[src/rtl/tcb_arb_rr.sv]
// Round-robin TCB arbiter: PN managers share one subordinate, with transfer
// locking and fixed-latency (DLY) response routing back to the issuing port.

module tcb_arb_rr_lane #(
    parameter int unsigned DW = 32
) (
    input  logic          sel_req,
    input  logic          sel_rsp,
    input  logic          m_rdy,
    input  logic [DW-1:0] m_rdt,
    input  logic          m_err,
    output logic          s_rdy,
    output logic [DW-1:0] s_rdt,
    output logic          s_err
);
    assign s_rdy = sel_req & m_rdy;
    assign s_rdt = sel_rsp ? m_rdt : '0;
    assign s_err = sel_rsp & m_err;
endmodule

module tcb_arb_rr #(
    parameter int unsigned AW  = 32,
    parameter int unsigned DW  = 32,
    parameter int unsigned BW  = DW/8,
    parameter int unsigned PN  = 3,
    parameter int unsigned DLY = 1
) (
    input  logic                   clk,
    input  logic                   rst,
    input  logic [PN-1:0]          s_vld,
    input  logic [PN-1:0]          s_lck,
    input  logic [PN-1:0]          s_wen,
    input  logic [PN-1:0][AW-1:0]  s_adr,
    input  logic [PN-1:0][BW-1:0]  s_ben,
    input  logic [PN-1:0][DW-1:0]  s_wdt,
    output logic [PN-1:0]          s_rdy,
    output logic [PN-1:0][DW-1:0]  s_rdt,
    output logic [PN-1:0]          s_err,
    output logic                   m_vld,
    output logic                   m_wen,
    output logic [AW-1:0]          m_adr,
    output logic [BW-1:0]          m_ben,
    output logic [DW-1:0]          m_wdt,
    input  logic                   m_rdy,
    input  logic [DW-1:0]          m_rdt,
    input  logic                   m_err
);
    localparam int unsigned SW = (PN > 1) ? $clog2(PN) : 1;

    typedef enum logic {ARB, LOCK} state_t;

    state_t                 state;
    logic [SW-1:0]          ptr;
    logic [SW-1:0]          own;
    logic [SW-1:0]          gnt;
    logic                   gnt_vld;
    logic                   xfer;
    logic [SW:0]            idx;
    logic [DLY-1:0]         vld_pipe;
    logic [DLY-1:0][SW-1:0] idx_pipe;

    // Scan from the far end back toward ptr so the last hit is the nearest one.
    always_comb begin
        gnt     = '0;
        gnt_vld = 1'b0;
        idx     = '0;
        if (state == LOCK) begin
            gnt     = own;
            gnt_vld = s_vld[own];
        end else begin
            for (int i = PN-1; i >= 0; i--) begin
                idx = {1'b0, ptr} + (SW+1)'(i);
                if (idx >= (SW+1)'(PN))
                    idx = idx - (SW+1)'(PN);
                if (s_vld[idx[SW-1:0]]) begin
                    gnt     = idx[SW-1:0];
                    gnt_vld = 1'b1;
                end
            end
        end
    end

    always_comb begin
        m_vld = gnt_vld;
        m_wen = 1'b0;
        m_adr = '0;
        m_ben = '0;
        m_wdt = '0;
        if (gnt_vld) begin
            m_wen = s_wen[gnt];
            m_adr = s_adr[gnt];
            m_ben = s_ben[gnt];
            m_wdt = s_wdt[gnt];
        end
    end

    assign xfer = m_vld & m_rdy;

    // A locked transfer keeps ptr, so the rotation resumes where it left off.
    always_ff @(posedge clk or posedge rst) begin
        if (rst) begin
            state <= ARB;
            ptr   <= '0;
            own   <= '0;
        end else if (xfer) begin
            if (s_lck[gnt]) begin
                state <= LOCK;
                own   <= gnt;
            end else begin
                state <= ARB;
                ptr   <= (gnt == SW'(PN-1)) ? '0 : gnt + SW'(1);
            end
        end
    end

    always_ff @(posedge clk or posedge rst) begin
        if (rst) begin
            vld_pipe <= '0;
            idx_pipe <= '0;
        end else begin
            vld_pipe[0] <= xfer;
            idx_pipe[0] <= gnt;
            for (int s = 1; s < DLY; s++) begin
                vld_pipe[s] <= vld_pipe[s-1];
                idx_pipe[s] <= idx_pipe[s-1];
            end
        end
    end

    generate
        for (genvar i = 0; i < PN; i++) begin : g_lane
            tcb_arb_rr_lane #(.DW(DW)) u_lane (
                .sel_req (gnt_vld && (gnt == SW'(i))),
                .sel_rsp (vld_pipe[DLY-1] && (idx_pipe[DLY-1] == SW'(i))),
                .m_rdy   (m_rdy),
                .m_rdt   (m_rdt),
                .m_err   (m_err),
                .s_rdy   (s_rdy[i]),
                .s_rdt   (s_rdt[i]),
                .s_err   (s_err[i])
            );
        end
    endgenerate

endmodule

[config.mk]
export PLATFORM = sky130hd
export DESIGN_NAME = tcb_arb_rr
export DESIGN_NICKNAME = d
export VERILOG_FILES = /design/src/rtl/tcb_arb_rr.sv
export SDC_FILE = /design/constraint.sdc
export NUM_CORES = 1
export LEC_CHECK = 0
export ABC_AREA = 1
export CORE_AREA = 2 2 165 167
export CTS_BUF_LIST = sky130_fd_sc_hd__clkbuf_16
export CTS_CLUSTER_DIAMETER = 100
export DETAILED_ROUTE_END_ITERATION = 8
export DIE_AREA = 0 0 167 169
export PLACE_DENSITY = 0.44
export SKIP_CTS_REPAIR_TIMING = 1
export SLEW_MARGIN = 20
export SYNTH_ARGS = -nofsm -noshare
export SYNTH_HDL_FRONTEND = slang
export SYNTH_HIERARCHICAL = 1
export SYNTH_SLANG_ARGS = --single-unit
export TNS_END_PERCENT = 20
[constraint.sdc]
create_clock -name clk -period 7 [get_ports clk]
set_input_delay 1.4 -clock clk [delete_from_list [all_inputs] [get_ports clk]]
set_output_delay 1.4 -clock clk [all_outputs]
set_load 0.005 [all_outputs]
### Word-level counts from Yosys, hierarchy flattened

Cells that the tools add are included.
Widths: inputs -> output; s select.

| word-level totals | value |
|---|---|
| register bits | 8 |
| input bits | 249 |
| output and inout port bits | 172 |
| word-level logic and storage cells | 82 |

| operators by class | value |
|---|---|
| add/sub/neg operators | 6 |
| order comparisons | 8 |
| eq/ne operators | 4 |
| mux-type cells | 41 |
| bitwise operators | 8 |
| reductions and logical operators | 10 |

Operators by type and width:

| operator | number |
|---|---|
| $mux 32 | 7 |
| $bmux 32 s2 | 2 |
| $mux 2 | 11 |
| $lt 2x3->1 const B | 5 |
| $bmux 1 s2 | 6 |
| $mux 1 | 12 |
| $bmux 4 s2 | 1 |
| $mux 4 | 2 |
| $and 1x1->1 | 7 |
| $ge 3x2->1 const B | 2 |
| $logic_and 1x1->1 | 6 |
| $sub 2x2->2 const B | 3 |
| $eq 2x1->1 const B | 2 |
| $eq 2x2->1 const B | 2 |
| $logic_not 2->1 | 2 |
| $reduce_and 2->1 | 2 |
| $add 2x1->3 const B | 1 |
| $add 2x2->3 const B | 1 |
| $add 2x1->2 const B | 1 |
| $ge 2x2->1 const B | 1 |
| $not 1->1 | 1 |

### Longest topological paths before layout

| depth | value |
|---|---|
| word-level depth | 14 |
| gate-level depth with buffers | 17 |
| mapped depth without buffers | 16 |

### Hierarchy

The synthesis kept the hierarchy.

By module, submodules not included:

| module | instances | cells each | area an instance (um^2) | sequential area each (um^2) |
|---|---|---|---|---|
| tcb_arb_rr | 1 | 412 | 2,031.9 | 200.2 |
| tcb_arb_rr_lane | 3 | 72 | 329.1 | 0.0 |

### Least setup slack after synthesis

OpenSTA, ideal clock, no wires.

| timing path | value |
|---|---|
| kind | input to output |
| from | input port s_vld[1] |
| to | output port m_adr[1] |
| arrival | 2.610 ns |
| data required time | 5.600 ns |
| path slack | 2.990 ns |
| stages | 12 |
| path buffers | 1 |
| path through | inv_2 > nand2_1 > nand3_1 > nand2_1 > nor2_1 > nand2_1 > nand2_2 > nand2_4 > nor3_4 > buf_6 > nand2_1 > nand3_1 |

| on the way | value |
|---|---|
| longest elaborated chain between the ends | 9 |
| elaborated cells between the ends (all ways) | 19 |
| classes of those cells | mux (19) |

RTL lines:

| item | line | source |
|---|---|---|
| from (decl) | 30 | `input logic [PN-1:0] s_vld,` |
| $bmux 1 s2 | 75 | `if (s_vld[idx[SW-1:0]]) begin` |
| $mux 1 (implied by the code) | 75 |  |
| $mux 2 (2 in a row) | 75 |  |
| $mux 2 * | 75 |  |
| $mux 2 * | 67 | `if (state == LOCK) begin` |
| net gnt[0] | 55 | `logic [SW-1:0] gnt;` |
| $bmux 32 s2 * | 91 | `m_adr = s_adr[gnt];` |
| $mux 32 (implied by the code) * | 91 |  |
| $mux 32 * | 89 | `if (gnt_vld) begin` |
| to (decl) | 41 | `output logic [AW-1:0] m_adr,` |

Mark *: on every way through the listed nets, which the timed path passes. The rest lies on a longest branch. The select of a mux whose other input is x is not followed.

### Worst setup path in the final report

| timing path | value |
|---|---|
| from | input port s_vld[1] |
| to | output port m_wdt[4] |

| on the way | value |
|---|---|
| longest elaborated chain between the ends | 9 |
| elaborated cells between the ends (all ways) | 19 |
| classes of those cells | mux (19) |

RTL lines:

| item | line | source |
|---|---|---|
| $bmux 1 s2 | 75 |  |
| $mux 1 (implied by the code) | 75 |  |
| $mux 2 (3 in a row) | 75 |  |
| $mux 2 | 67 |  |
| $bmux 32 s2 | 93 | `m_wdt = s_wdt[gnt];` |
| $mux 32 (implied by the code) | 93 |  |
| $mux 32 * | 89 |  |
| to (decl) | 43 | `output logic [DW-1:0] m_wdt,` |

Every way passes the cells marked *; elsewhere a longest branch is shown, timed or not. The select of a mux whose other input is x is not followed.

==> flow_metrics.tcl <==
set metrics [dict create \
    ys_ff_latch 8 \
    fp-row-count 60 \
    p_per_area_nw_per_um2 405 \
    clk_pin_slew_ns 0.04 \
    skew_ns 0.000813 \
    maxCapViolCount 0 \
    wl_um 20400 \
    yosys.area.top_type "nand2_1" \
    critPathMaxFanout 37 \
    yosys.area_share.simple 0.647 \
    fin_nets 1277 \
    synth_area_um2 3020 \
    crit-reg2reg-launch "ptr[0]" \
    cts-htree-levels 1 \
    finalWorstPathRequiredPeriod_ns 5.71 \
    setup.worst_path.start_class "primary input" \
    finalSetupViolCount 0 \
    wire_per_inst_um 15.0 \
    final_util 0.282 \
    drv_slew 0 \
    leakagePower_nw 3.75 \
    clockBufferDepth 2 \
    chipHeight_um 169 \
    ir_worst_vdd_v 0.000198 \
    start_util 0.114 \
    drt-pass1-iter-count 4 \
    clk_latency_ns 0.23 \
    ys.flop_type "dfrtp_1" \
    dpl.cell_count 1362 \
    numCtsBuffers 3 \
    portBuffers 420 \
    p_comb_frac 0.938 \
    relSlewSlack 0.358 \
    status "finished, final reports clean" \
    synthAdderAreaFrac 0.00829 \
    cts_tree "yes" \
    drt_iter0_drc 207 \
    drive_gt1_frac 0.0420 \
    synthXorXnorAreaFrac 0 \
    seqCellArea_um2 200 \
    grt_overflow_total 0 \
    fp.dieW_um 167 \
    crit_required_ns 5.60 \
    instances_no_fill 1365 \
    syn_avg_cell_area_um2 4.81 \
    yosys-top-cells-area "nand2_1 (39%), nand3_1 (17%), inv_1 (14%)" \
    cts_sinks 8 \
    p_switching_mw 1.44 \
    period_share 0.816 \
    path_class "primary input to primary output" \
    n_fill_cell 2982 \
    pwr-share-seq 0.030 \
    syn_inst 628 \
    cts-root-buf "clkbuf_16" \
    r2r_setup_slack_ns 4.56 \
    synth_common_cells "nand2_1 (312), inv_1 (114), nand3_1 (105)" \
    internal_power_mw 1.58 \
    synth_warnings 6 \
    clkPwrFrac 0.031 \
    synth_top_family_by_area "simple AND/OR/NAND/NOR gates" \
    grt_max_degree 64 \
    coreArea_um2 26500 \
    antenna_found_initial 0 \
    drc_errors 0 \
    final_hold_viol_count 0 \
    die_area_um2 28200 \
    multi_input_area_um2 2050 \
    cp_data_arrival_time_ns 4.31 \
    fmax_mhz 175 \
    area_delta_synth_final_pct 148 \
    place_congestion 0.823 \
    grt_use_total 0.137 \
    rsz0062_at_grt "no" \
    worst_pin_slew_ns 0.961 \
    dp_hpwl_um 16800 \
    synth.area.mux_share 0 \
    synth_most_common_cell "nand2_1" \
    holdCritPathClass "flop to flop" \
    synth_compound_area_frac 0.0182 \
    fin_setup_tns_ns 0 \
    grt_pass1_vias 5215 \
    vias 5148 \
    antennaDiodeCount 0 \
    crit_path_end_kind "primary output" \
    async_flop_share 1.00 \
    synth_cell_types 27 \
    synth.top_cell.area_share 0.388 \
    antenna_left 0 \
    critPathLaunch "s_vld[1]" \
    viasPerCell 3.77 \
    holdCritStartpoint "ptr[1]" \
    p_sw_frac 0.478 \
    grt_pass1_wl_um 30400 \
    yosysSeqAreaShare 0.0663 \
    syn_nets 879 \
    pin_count 421 \
    synth-edff-count 0 \
]
## sequential cells by signal, indices dropped and copies added (netlist names)
name	count
idx_pipe	2
own	2
ptr	2
state	1
vld_pipe	1
## logic make-up (layout without fill, tap and decap cells)
kind of cell,Yosys count,after routing
flops,8,8
fa+ha+maj,2,2
buf+inv,154,550
compound gates,8,8
simple gates,456,456
## worst max-delay path, cell delays in order
cell and delay (ns):
clkdlybuf4s50_1 0.53, inv_2 0.07, nand2_1 0.06, nand3_1 0.11
nand2_1 0.08, nand2_1 0.09, a21oi_4 0.25, nand2_2 0.12
nor2_4 0.72, nand2_1 0.10, nand3_1 0.15, clkdlybuf4s50_1 0.59
## worst paths after layout
check | end | cells after the start
setup / recovery | m_wdt[4] | 12
hold / removal | ptr[1] | 2
setup reg to reg | ptr[1] | 12
hold reg to reg | ptr[1] | 2
max in group asynchronous | state | 2
min in group asynchronous | idx_pipe[1] | 2
## per-stage QoR
step	setup WS, ns	power (mW)	area (µm²)	hold slack, ns
final	1.29	3.02	7470	0.522
after floorplan	2.99	1.39	3020	0.467
after global placement	1.19	3.03	7400	0.502
after CTS	1.19	3.12	7470	0.522
after detailed placement	1.19	2.99	7400	0.513
after global routing	0.942	3.37	7470	0.575
## area by class of cell
class / instances / share of cell area
Timing Repair Buffer: 427 / 0.571
Multi-Input combinational cell: 466 / 0.275
Inverter: 120 / 0.0603
Tap cell: 341 / 0.0571
Sequential cell: 8 / 0.0268
Clock buffer: 3 / 0.0100
## cell usage in the layout, fill, tap and decap left out
| cell type | n |
|---|---|
| nand3b_1 | 3 |
| nand4_1 | 5 |
| nand2_2 | 19 |
| nor3b_2 | 1 |
| buf_12 | 1 |
| clkbuf_16 | 3 |
| o21ai_0 | 2 |
| clkinv_1 | 1 |
| a21oi_1 | 4 |
| inv_2 | 5 |
| nor3_2 | 1 |
| ha_1 | 2 |
| a21oi_4 | 1 |
| a21oi_2 | 1 |
| nand3_1 | 105 |
| dfrtp_1 | 8 |
| nor2_2 | 1 |
| nor3_4 | 2 |
| nand2_4 | 1 |
| inv_1 | 114 |
| buf_4 | 6 |
| clkdlybuf4s50_1 | 420 |
| nor2_1 | 5 |
| nor2_4 | 1 |
| nand2_1 | 312 |
## per-layer routing
layer / vias to the layer above / wire, µm / GRT usage
met4: 0 / 121 / 0.0161
met1: 2209 / 7380 / 0.142
met5: - / 0 / 0
li1: 2666 / - / -
met3: 8 / 2090 / 0.0454
met2: 265 / 10800 / 0.274
## power by group through the flow
| stage | combinational, mW | sequential [mW] | clock [mW] |
|---|---|---|---|
| global route | 3.18 | 0.0957 | 0.0985 |
| floorplan | 1.31 | 0.0821 | 0 |
| finish | 2.84 | 0.0921 | 0.0950 |
| global placement | 2.94 | 0.0929 | 0 |
| CTS | 2.93 | 0.0923 | 0.0972 |
| detailed placement | 2.90 | 0.0926 | 0 |
Note: power is estimated with default switching activity, not from simulation.
